`src/rtl/icache_dm_if.sv`:
```
// Fetch-side and refill-side signals of the direct-mapped instruction cache.
// The cache attaches through the slave modport; fetch stage and memory drive the master side.
interface icache_dm_if;
    logic        cache_req;
    logic [31:0] addr_inst;
    logic        cache_ready;
    logic        cache_valid;
    logic [63:0] cache_rdata;
    logic        fence_i;

    logic        mem_req;
    logic [31:0] mem_addr;
    logic        mem_ready;
    logic        mem_rvalid;
    logic [63:0] mem_rdata;
    logic        mem_rlast;

    modport slave (
        input  cache_req, addr_inst, fence_i,
        input  mem_ready, mem_rvalid, mem_rdata, mem_rlast,
        output cache_ready, cache_valid, cache_rdata,
        output mem_req, mem_addr
    );

    modport master (
        output cache_req, addr_inst, fence_i,
        output mem_ready, mem_rvalid, mem_rdata, mem_rlast,
        input  cache_ready, cache_valid, cache_rdata,
        input  mem_req, mem_addr
    );
endinterface

```
`src/rtl/icache_dm.sv`:
```
// Direct-mapped instruction cache, 16-byte lines of two doublewords, two-beat refill.
// A fence_i arriving mid-access is deferred and applied on the first IDLE cycle.
module icache_dm #(
    parameter int NLINE      = 16,
    parameter int LINE_BYTES = 16
) (
    input  logic       clk,
    input  logic       rst,
    icache_dm_if.slave bus
);
    localparam int IDXW = $clog2(NLINE);
    localparam int OFFW = $clog2(LINE_BYTES);
    localparam int TAGW = 32 - OFFW - IDXW;

    typedef enum logic [2:0] {IDLE, LOOKUP, MISS_REQ, REFILL, RESP} state_e;

    state_e           state_q, state_d;
    logic [31:3]      addr_q, addr_d;
    logic [NLINE-1:0] valid_q, valid_d;
    logic             fence_pend_q, fence_pend_d;
    logic             beat_q, beat_d;
    logic [1:0][63:0] rbuf_q, rbuf_d;

    logic [TAGW-1:0]  tag_q  [NLINE];
    logic [1:0][63:0] data_q [NLINE];

    logic [IDXW-1:0]  idx;
    logic [TAGW-1:0]  tag;
    logic             hit;
    logic             fence_req;
    logic             line_we;
    logic             unused_addr_lsb;

    assign idx             = addr_q[OFFW +: IDXW];
    assign tag             = addr_q[31 -: TAGW];
    assign hit             = valid_q[idx] && (tag_q[idx] == tag);
    assign fence_req       = fence_pend_q || bus.fence_i;
    assign unused_addr_lsb = ^bus.addr_inst[2:0];

    // NOTE: every always_comb output gets a default first, so no path can infer a latch.
    always_comb begin
        state_d      = state_q;
        addr_d       = addr_q;
        valid_d      = valid_q;
        fence_pend_d = fence_pend_q || bus.fence_i;
        beat_d       = beat_q;
        rbuf_d       = rbuf_q;
        line_we      = 1'b0;

        bus.cache_ready = 1'b0;
        bus.cache_valid = 1'b0;
        bus.cache_rdata = (state_q == RESP) ? rbuf_q[addr_q[3]] : data_q[idx][addr_q[3]];
        bus.mem_req     = 1'b0;
        bus.mem_addr    = {addr_q[31:4], 4'b0000};

        unique case (state_q)
            IDLE: begin
                if (fence_req) begin
                    valid_d      = '0;
                    fence_pend_d = 1'b0;
                end else begin
                    bus.cache_ready = 1'b1;
                    if (bus.cache_req) begin
                        addr_d  = bus.addr_inst[31:3];
                        state_d = LOOKUP;
                    end
                end
            end
            LOOKUP: begin
                if (hit) begin
                    bus.cache_valid = 1'b1;
                    bus.cache_ready = !fence_req;
                    if (bus.cache_req && !fence_req) begin
                        addr_d = bus.addr_inst[31:3];
                    end else begin
                        state_d = IDLE;
                    end
                end else begin
                    state_d = MISS_REQ;
                end
            end
            MISS_REQ: begin
                bus.mem_req = 1'b1;
                if (bus.mem_ready) begin
                    beat_d  = 1'b0;
                    state_d = REFILL;
                end
            end
            REFILL: begin
                if (bus.mem_rvalid) begin
                    rbuf_d[beat_q] = bus.mem_rdata;
                    beat_d         = !beat_q;
                    if (bus.mem_rlast) begin
                        // A fence on this beat still sets the pending flag, so the new line dies too.
                        line_we      = 1'b1;
                        valid_d[idx] = 1'b1;
                        beat_d       = 1'b0;
                        state_d      = RESP;
                    end
                end
            end
            RESP: begin
                bus.cache_valid = 1'b1;
                state_d         = IDLE;
            end
            default: state_d = IDLE;
        endcase
    end

    // NOTE: sequential state uses non-blocking assignments so every register sees pre-edge values.
    always_ff @(posedge clk) begin
        if (rst) begin
            state_q      <= IDLE;
            valid_q      <= '0;
            fence_pend_q <= 1'b0;
            beat_q       <= 1'b0;
        end else begin
            state_q      <= state_d;
            valid_q      <= valid_d;
            fence_pend_q <= fence_pend_d;
            beat_q       <= beat_d;
        end
    end

    // NOTE: address latch, refill buffer and line arrays carry no reset; valid_q alone qualifies them.
    always_ff @(posedge clk) begin
        addr_q <= addr_d;
        rbuf_q <= rbuf_d;
        if (line_we && !rst) begin
            tag_q[idx]  <= tag;
            data_q[idx] <= rbuf_d;
        end
    end
endmodule

```
`src/flat_wrapper.sv`:
```
// flat-port wrapper written by rule: the top's interface ports become plain ports
module icache_dm_flat 
#(
    parameter int NLINE      = 16,
    parameter int LINE_BYTES = 16
)
  (clk, rst, bus_cache_req, bus_addr_inst, bus_fence_i, bus_mem_ready, bus_mem_rvalid, bus_mem_rdata, bus_mem_rlast, bus_cache_ready, bus_cache_valid, bus_cache_rdata, bus_mem_req, bus_mem_addr);
  icache_dm_if bus_i ();
  input  logic clk;
  input  logic rst;
  input wire logic [$bits(bus_i.cache_req)-1:0] bus_cache_req;
  input wire logic [$bits(bus_i.addr_inst)-1:0] bus_addr_inst;
  input wire logic [$bits(bus_i.fence_i)-1:0] bus_fence_i;
  input wire logic [$bits(bus_i.mem_ready)-1:0] bus_mem_ready;
  input wire logic [$bits(bus_i.mem_rvalid)-1:0] bus_mem_rvalid;
  input wire logic [$bits(bus_i.mem_rdata)-1:0] bus_mem_rdata;
  input wire logic [$bits(bus_i.mem_rlast)-1:0] bus_mem_rlast;
  output wire logic [$bits(bus_i.cache_ready)-1:0] bus_cache_ready;
  output wire logic [$bits(bus_i.cache_valid)-1:0] bus_cache_valid;
  output wire logic [$bits(bus_i.cache_rdata)-1:0] bus_cache_rdata;
  output wire logic [$bits(bus_i.mem_req)-1:0] bus_mem_req;
  output wire logic [$bits(bus_i.mem_addr)-1:0] bus_mem_addr;
  assign bus_i.cache_req = bus_cache_req;
  assign bus_i.addr_inst = bus_addr_inst;
  assign bus_i.fence_i = bus_fence_i;
  assign bus_i.mem_ready = bus_mem_ready;
  assign bus_i.mem_rvalid = bus_mem_rvalid;
  assign bus_i.mem_rdata = bus_mem_rdata;
  assign bus_i.mem_rlast = bus_mem_rlast;
  assign bus_cache_ready = bus_i.cache_ready;
  assign bus_cache_valid = bus_i.cache_valid;
  assign bus_cache_rdata = bus_i.cache_rdata;
  assign bus_mem_req = bus_i.mem_req;
  assign bus_mem_addr = bus_i.mem_addr;
  icache_dm #(.NLINE(NLINE), .LINE_BYTES(LINE_BYTES)) u_core (.clk(clk), .rst(rst), .bus(bus_i));
endmodule
```
`config.mk`:
```
export PLATFORM = sky130hd
export DESIGN_NAME = icache_dm_flat
export DESIGN_NICKNAME = d
export VERILOG_FILES = /design/src/rtl/icache_dm_if.sv /design/src/rtl/icache_dm.sv /design/src/flat_wrapper.sv
export SDC_FILE = /design/constraint.sdc
export NUM_CORES = 2
export LEC_CHECK = 0
export ABC_AREA = 1
export CORE_MARGIN = 2
export CORE_UTILIZATION = 43
export DETAILED_ROUTE_END_ITERATION = 7
export HOLD_SLACK_MARGIN = 0.06
export SYNTH_ARGS = -nofsm -noshare
export SYNTH_HDL_FRONTEND = slang
export SYNTH_SLANG_ARGS = --single-unit
```
`constraint.sdc`:
```
create_clock -name clk -period 20.7 [get_ports clk]
set_clock_uncertainty 0.2 [all_clocks]
set_input_delay 4.14 -clock clk [delete_from_list [all_inputs] [get_ports clk]]
set_output_delay 4.14 -clock clk [all_outputs]
set_load 0.03 [all_outputs]
```
======== Word-level counts from Yosys, hierarchy flattened ========
Memory sizes are Yosys's and may differ from the RTL's. A register that Yosys moved wholly into a read port is not among the register bits.
Cells that the tools add are included.
operators by class
  bitwise gates (word level) .............. 1
  $lt $le $gt $ge ......................... 5
  reduce and logical (&&, ||, !) cells .... 18
  equal/unequal tests ..................... 14
  multiplexer cells ....................... 48
operators with widths
  operator                                             count
  2-to-1 mux 64 bit                                    6
  2-to-1 mux 128 bit                                   2
  bitwise mux 128 bit                                  1
  2-to-1 mux 29 bit                                    4
  demux 64 bit (select 1 bit)                          1
  one-hot mux 29 bit (2 select lines)                  1
  2-to-1 mux 16 bit                                    3
  one-hot mux 16 bit (2 select lines)                  1
  equality test 24 bit                                 1
  2-to-1 mux 3 bit                                     7
  bitwise OR 16 bit                                    1
  2-to-1 mux 1 bit                                     14
  one-hot mux 3 bit (4 select lines)                   1
  != test 2 bit, second input constant                 5
  2-to-1 mux 4 bit                                     2
  equality test 3 x 2 -> 1 bit, second input constant  2
  != test 2 x 1 -> 1 bit, second input constant        3
  one-hot mux 1 bit (2 select lines)                   3
  AND reduction 6 bit                                  1
  nonzero test 2 bit                                   3
  logical AND 1 bit                                    5
  < comparator 4 x 5 -> 1 bit, second input constant   1
  AND reduction 5 bit                                  1
  binary-select mux 1 bit (select 4 bit)               1
  other kinds (13)                                     16
word-level totals
  output and inout port bits .............. 99
  memory bits (writable) .................. 2432
  input port bits ......................... 103
  memories kept ........................... 2
  flip-flop bits (word level) ............. 178
  logic and storage cells ................. 95
memory list
  memory         words  width  rd ports  clocked after memory_dff  wr ports  RTL line         RTL
  u_core.data_q  16     128    1         1                         1         icache_dm.sv:25  logic [1:0][63:0] data_q [NLINE];
  u_core.tag_q   16     24     1         1                         1         icache_dm.sv:24  logic [TAGW-1:0] tag_q [NLINE];

======== Depth between registers and ports, before layout ========
  depth in word-level cells ............... 8
  gate-level depth with buffers ........... 21
  mapped depth without buffers ............ 18

======== Worst setup path before layout ========
Ideal clock, no wire load.
  path type ............................... input-to-reg
  from .................................... in bus_mem_rvalid
  to ...................................... mem u_core.data_q[12][0] (netlist name), enable pin
  library setup time ...................... 0.850 ns
  data required time ...................... 19.650 ns
  setup slack ............................. 4.668 ns
  arrival time ............................ 14.983 ns
  buffers on the path ..................... 1
  stages on the path ...................... 5
  path through ............................ nand2_1 -> nor3_1 -> inv_1 -> clkbuf_1 -> nor3_1
between the ends
  word-level cells in the longest chain between the ends .. 5
ends and longest elaborated chain
  item                                    RTL line            RTL
  start: declaration                      flat_wrapper.sv:15  input wire logic [$bits(bus_i.mem_rvalid)-1:0] bus_mem_rvalid;
  2-to-1 mux 1 bit                        icache_dm.sv:90     if (bus.mem_rvalid) begin
  2-to-1 mux 1 bit                        icache_dm.sv:56     unique case (state_q)
  logical AND 1 bit                       icache_dm.sv:129    if (line_we && !rst) begin
  2-to-1 mux 1 bit                        icache_dm.sv:129
  2-to-1 mux 1 bit (not written as such)  icache_dm.sv:131    data_q[idx] <= rbuf_d;
  end: declaration                        icache_dm.sv:25
Every way passes these cells.

==> results.cfg <==
[status]
status = finished, final reports clean

[placement]
dp_hpwl_um = 134300
placedCellCount = 11290
finalWeightedCongestion = 0.7578
portBuffers = 194
place_ws_ps = 9991
dpl_cell_area_um2 = 108300

[timing]
slew_headroom_pct = 20.90
tightest_slew_ps = 1187
period_share_pct = 56.43
fin_ws_ps = 9020
hold_viol = 0
max_freq_ghz = 0.08561
rsz0062_at_grt = false
period_needed_ps = 11680
tns_ps = 0
drv_slew = 0
setup_viol = 0

[cells_and_area]
area_growth_pct = 13.76
nets = 8520
layout-drive-gt1-share_pct = 7.742
final_cell_mix = edfxtp_1, nor2_1, o21ai_0
layoutNonFillerInstCount = 11800
finalCoreUtilization_pct = 49.28
final_cell_area_um2 = 117300
layout_commonest_cell = edfxtp_1

[clocking]
clock_path_buffers = 4
clk_pin_slew_worst_paths_ps = 60
numCtsBuffers = 291
ctsHoldBuffers = 0
cts_root_buf = clkbuf_16
cts_setup_buffers = 0
cts_tree = built
insertion_delay_ps = 900
post_cts_resized = 0
cts.htree.levels = 5
clock-sinks = 2614

[synthesis]
netlist_instances = 8294
synth.area.top_cells = edfxtp_1, o21ai_0, nor2_1
netlist_area_um2 = 103100
ys_types = 35
ys_seq_area_share_pct = 74.64
synth_area_leader_cell = edfxtp_1
yosys_warnings = 0
avgSynthCellArea_um2 = 12.43
synth_seq_cells = 2614
synth_top_area_share_pct = 71.67

[global_route]
grt_remaining_overflow = 0
grt_pass1_wl_um = 422400
grt_busiest_layer = met2
grt_usage_pct = 23.02
grt_pass1_vias = 64850
grt_max_degree = 264
grt_util_met2_pct = 38.18
antenna_found_initial = 2
gr-usage-met1_pct = 31.56
use_met3_pct = 3.224

[drt]
drt.antenna.violating_nets = 0
drtPass1Iterations = 6
wirelength_um = 288600
vias = 68250
drt_iter0_drc = 7246
drc = 0
viasPerCell = 5.786
routedWlPerCell_um = 24.47

[setup_path]
reg2reg_to = u_core.data_q[0][124]$_DFFE_PP_
crit_path_end = bus_cache_rdata[31]
crit_path_max_fanout = 187
r2r_cells = 9
crit_path_end_kind = output port
worstSetupStartpointType = register
path_class = register to output port
crit_required_ps = 16360
ff2ff_setup_slack_ps = 14870
r2r-start = u_core.state_q[1]$_SDFFE_PP0P_
worst-endpoint-arrival_ps = 7340

[job]
max_cap_viol_count = 0

[die]
start_util_pct = 43.31
die_area_um2 = 243700
design.core.area_um2 = 238100
die_height_um = 493.7
die_w_um = 493.7
std_cell_rows = 179
io_pins = 202

[pwr]
power_frac_comb_pct = 21.6
p_int_mw = 10.11
leakage_nw = 39.91
p_clk_share_pct = 34.1
swShare_pct = 29.95
p_switching_mw = 4.320
sequentialPowerShare_pct = 44.3
power.density_nw_per_um2 = 123.0
ir_drop_v = 0.0001093

[worst_hold_path]
holdCritPathClass = register to register
hold_start = u_core.valid_q[12]$_SDFFE_PP0P_
-- cells by family (layout without fill, tap and decap cells) --
family                 Yosys count  count (layout)  synth area share, %
and+or+nand+nor               2697            2697                10.24
other                            1               5             0.003637
AOI/OAI and AO/OA             2180            2180                11.60
buffers and inverters          802            1133                3.524
DFF                           2614            2614                74.64
-- metrics by stage --
| stage | power [mW] | hold slack, ps |
|---|---|---|
| final | 14.43 | 260.4 |
| after floorplan | 8.508 | 230.7 |
| after CTS | 14.50 | 261.1 |
| after global placement | 9.533 | 237.7 |
| after detailed placement | 9.599 | 253.1 |
| after global routing | 15.02 | 290.4 |
-- routing by layer --
| metal | vias to the layer above | part of all wire (%) | routed length (um) |
|---|---|---|---|
| li1 | 30420 | - | - |
| met1 | 34570 | 42 | 121300 |
| met2 | 2761 | 48 | 138400 |
| met3 | 504 | 7.3 | 20990 |
| met4 | 0 | 2.7 | 7897 |
| met5 | - | 0 | 0 |
-- layout make-up --
type                    instances  area [um^2]
fillers                     20470       120800
flip-flops and latches       2614        76980
multi-input cells            4881        22630
clock buffers                 374         7903
repair buffers                439         3969
well taps                    3167         3963
clock inverters               130         1094
inverters                     190        770.7
diodes                          1        2.502
-- synth_stat cells (all sizes together) --
library cell	n
a21oi	53
a31o	1
a31oi	66
buf	224
clkbuf	388
clkinv	2
conb	1
dfxtp	153
edfxtp	2461
inv	188
nand2	971
nand3	287
nand3b	4
nand4	3
nor2	1404
nor3	23
nor4	1
o211ai	21
o21ai	1401
o221ai	10
o22ai	593
o32ai	35
or2	4
-- how the worst min path moves through the flow --
stage / cells after the start / end / slack, ps
floorplan: 2 / u_core.valid_q[8]$_SDFFE_PP0P_ / 230
global placement: 2 / u_core.valid_q[3]$_SDFFE_PP0P_ / 240
detailed placement: 2 / u_core.valid_q[3]$_SDFFE_PP0P_ / 250
CTS: 2 / u_core.valid_q[3]$_SDFFE_PP0P_ / 260
finish: 2 / u_core.valid_q[12]$_SDFFE_PP0P_ / 260
global route: 2 / u_core.valid_q[1]$_SDFFE_PP0P_ / 290
-- critical path, cell delays in order, from the launching register on --
cell	delay, ps
dfxtp_4	550
inv_16	540
buf_4	870
buf_4	910
buf_4	830
o21ai_0	220
o22ai_1	170
o21ai_0	110
o22ai_1	170
nand2_1	100
nand2_1	100
a21oi_1	50
a31oi_1	650
clkdlybuf4s50_1	820
-- flip-flops by register name, indices dropped and copies added (netlist names), named ones only --
register,count
u_core.addr_q,29
u_core.beat_q,1
u_core.data_q,2048
u_core.fence_pend_q,1
u_core.rbuf_q,128
u_core.state_q,3
u_core.tag_q,384
u_core.valid_q,16
-- power groups by stage --
stage / Clock (mW) / Sequential [mW] / Combinational (mW)
global placement: 0 / 6.49 / 3.04
global route: 5.20 / 6.40 / 3.42
finish: 4.92 / 6.38 / 3.12
CTS: 5.00 / 6.38 / 3.12
detailed placement: 0 / 6.49 / 3.10
floorplan: 0 / 6.47 / 2.04
No activity file was read; power rests on OpenSTA's default activity.
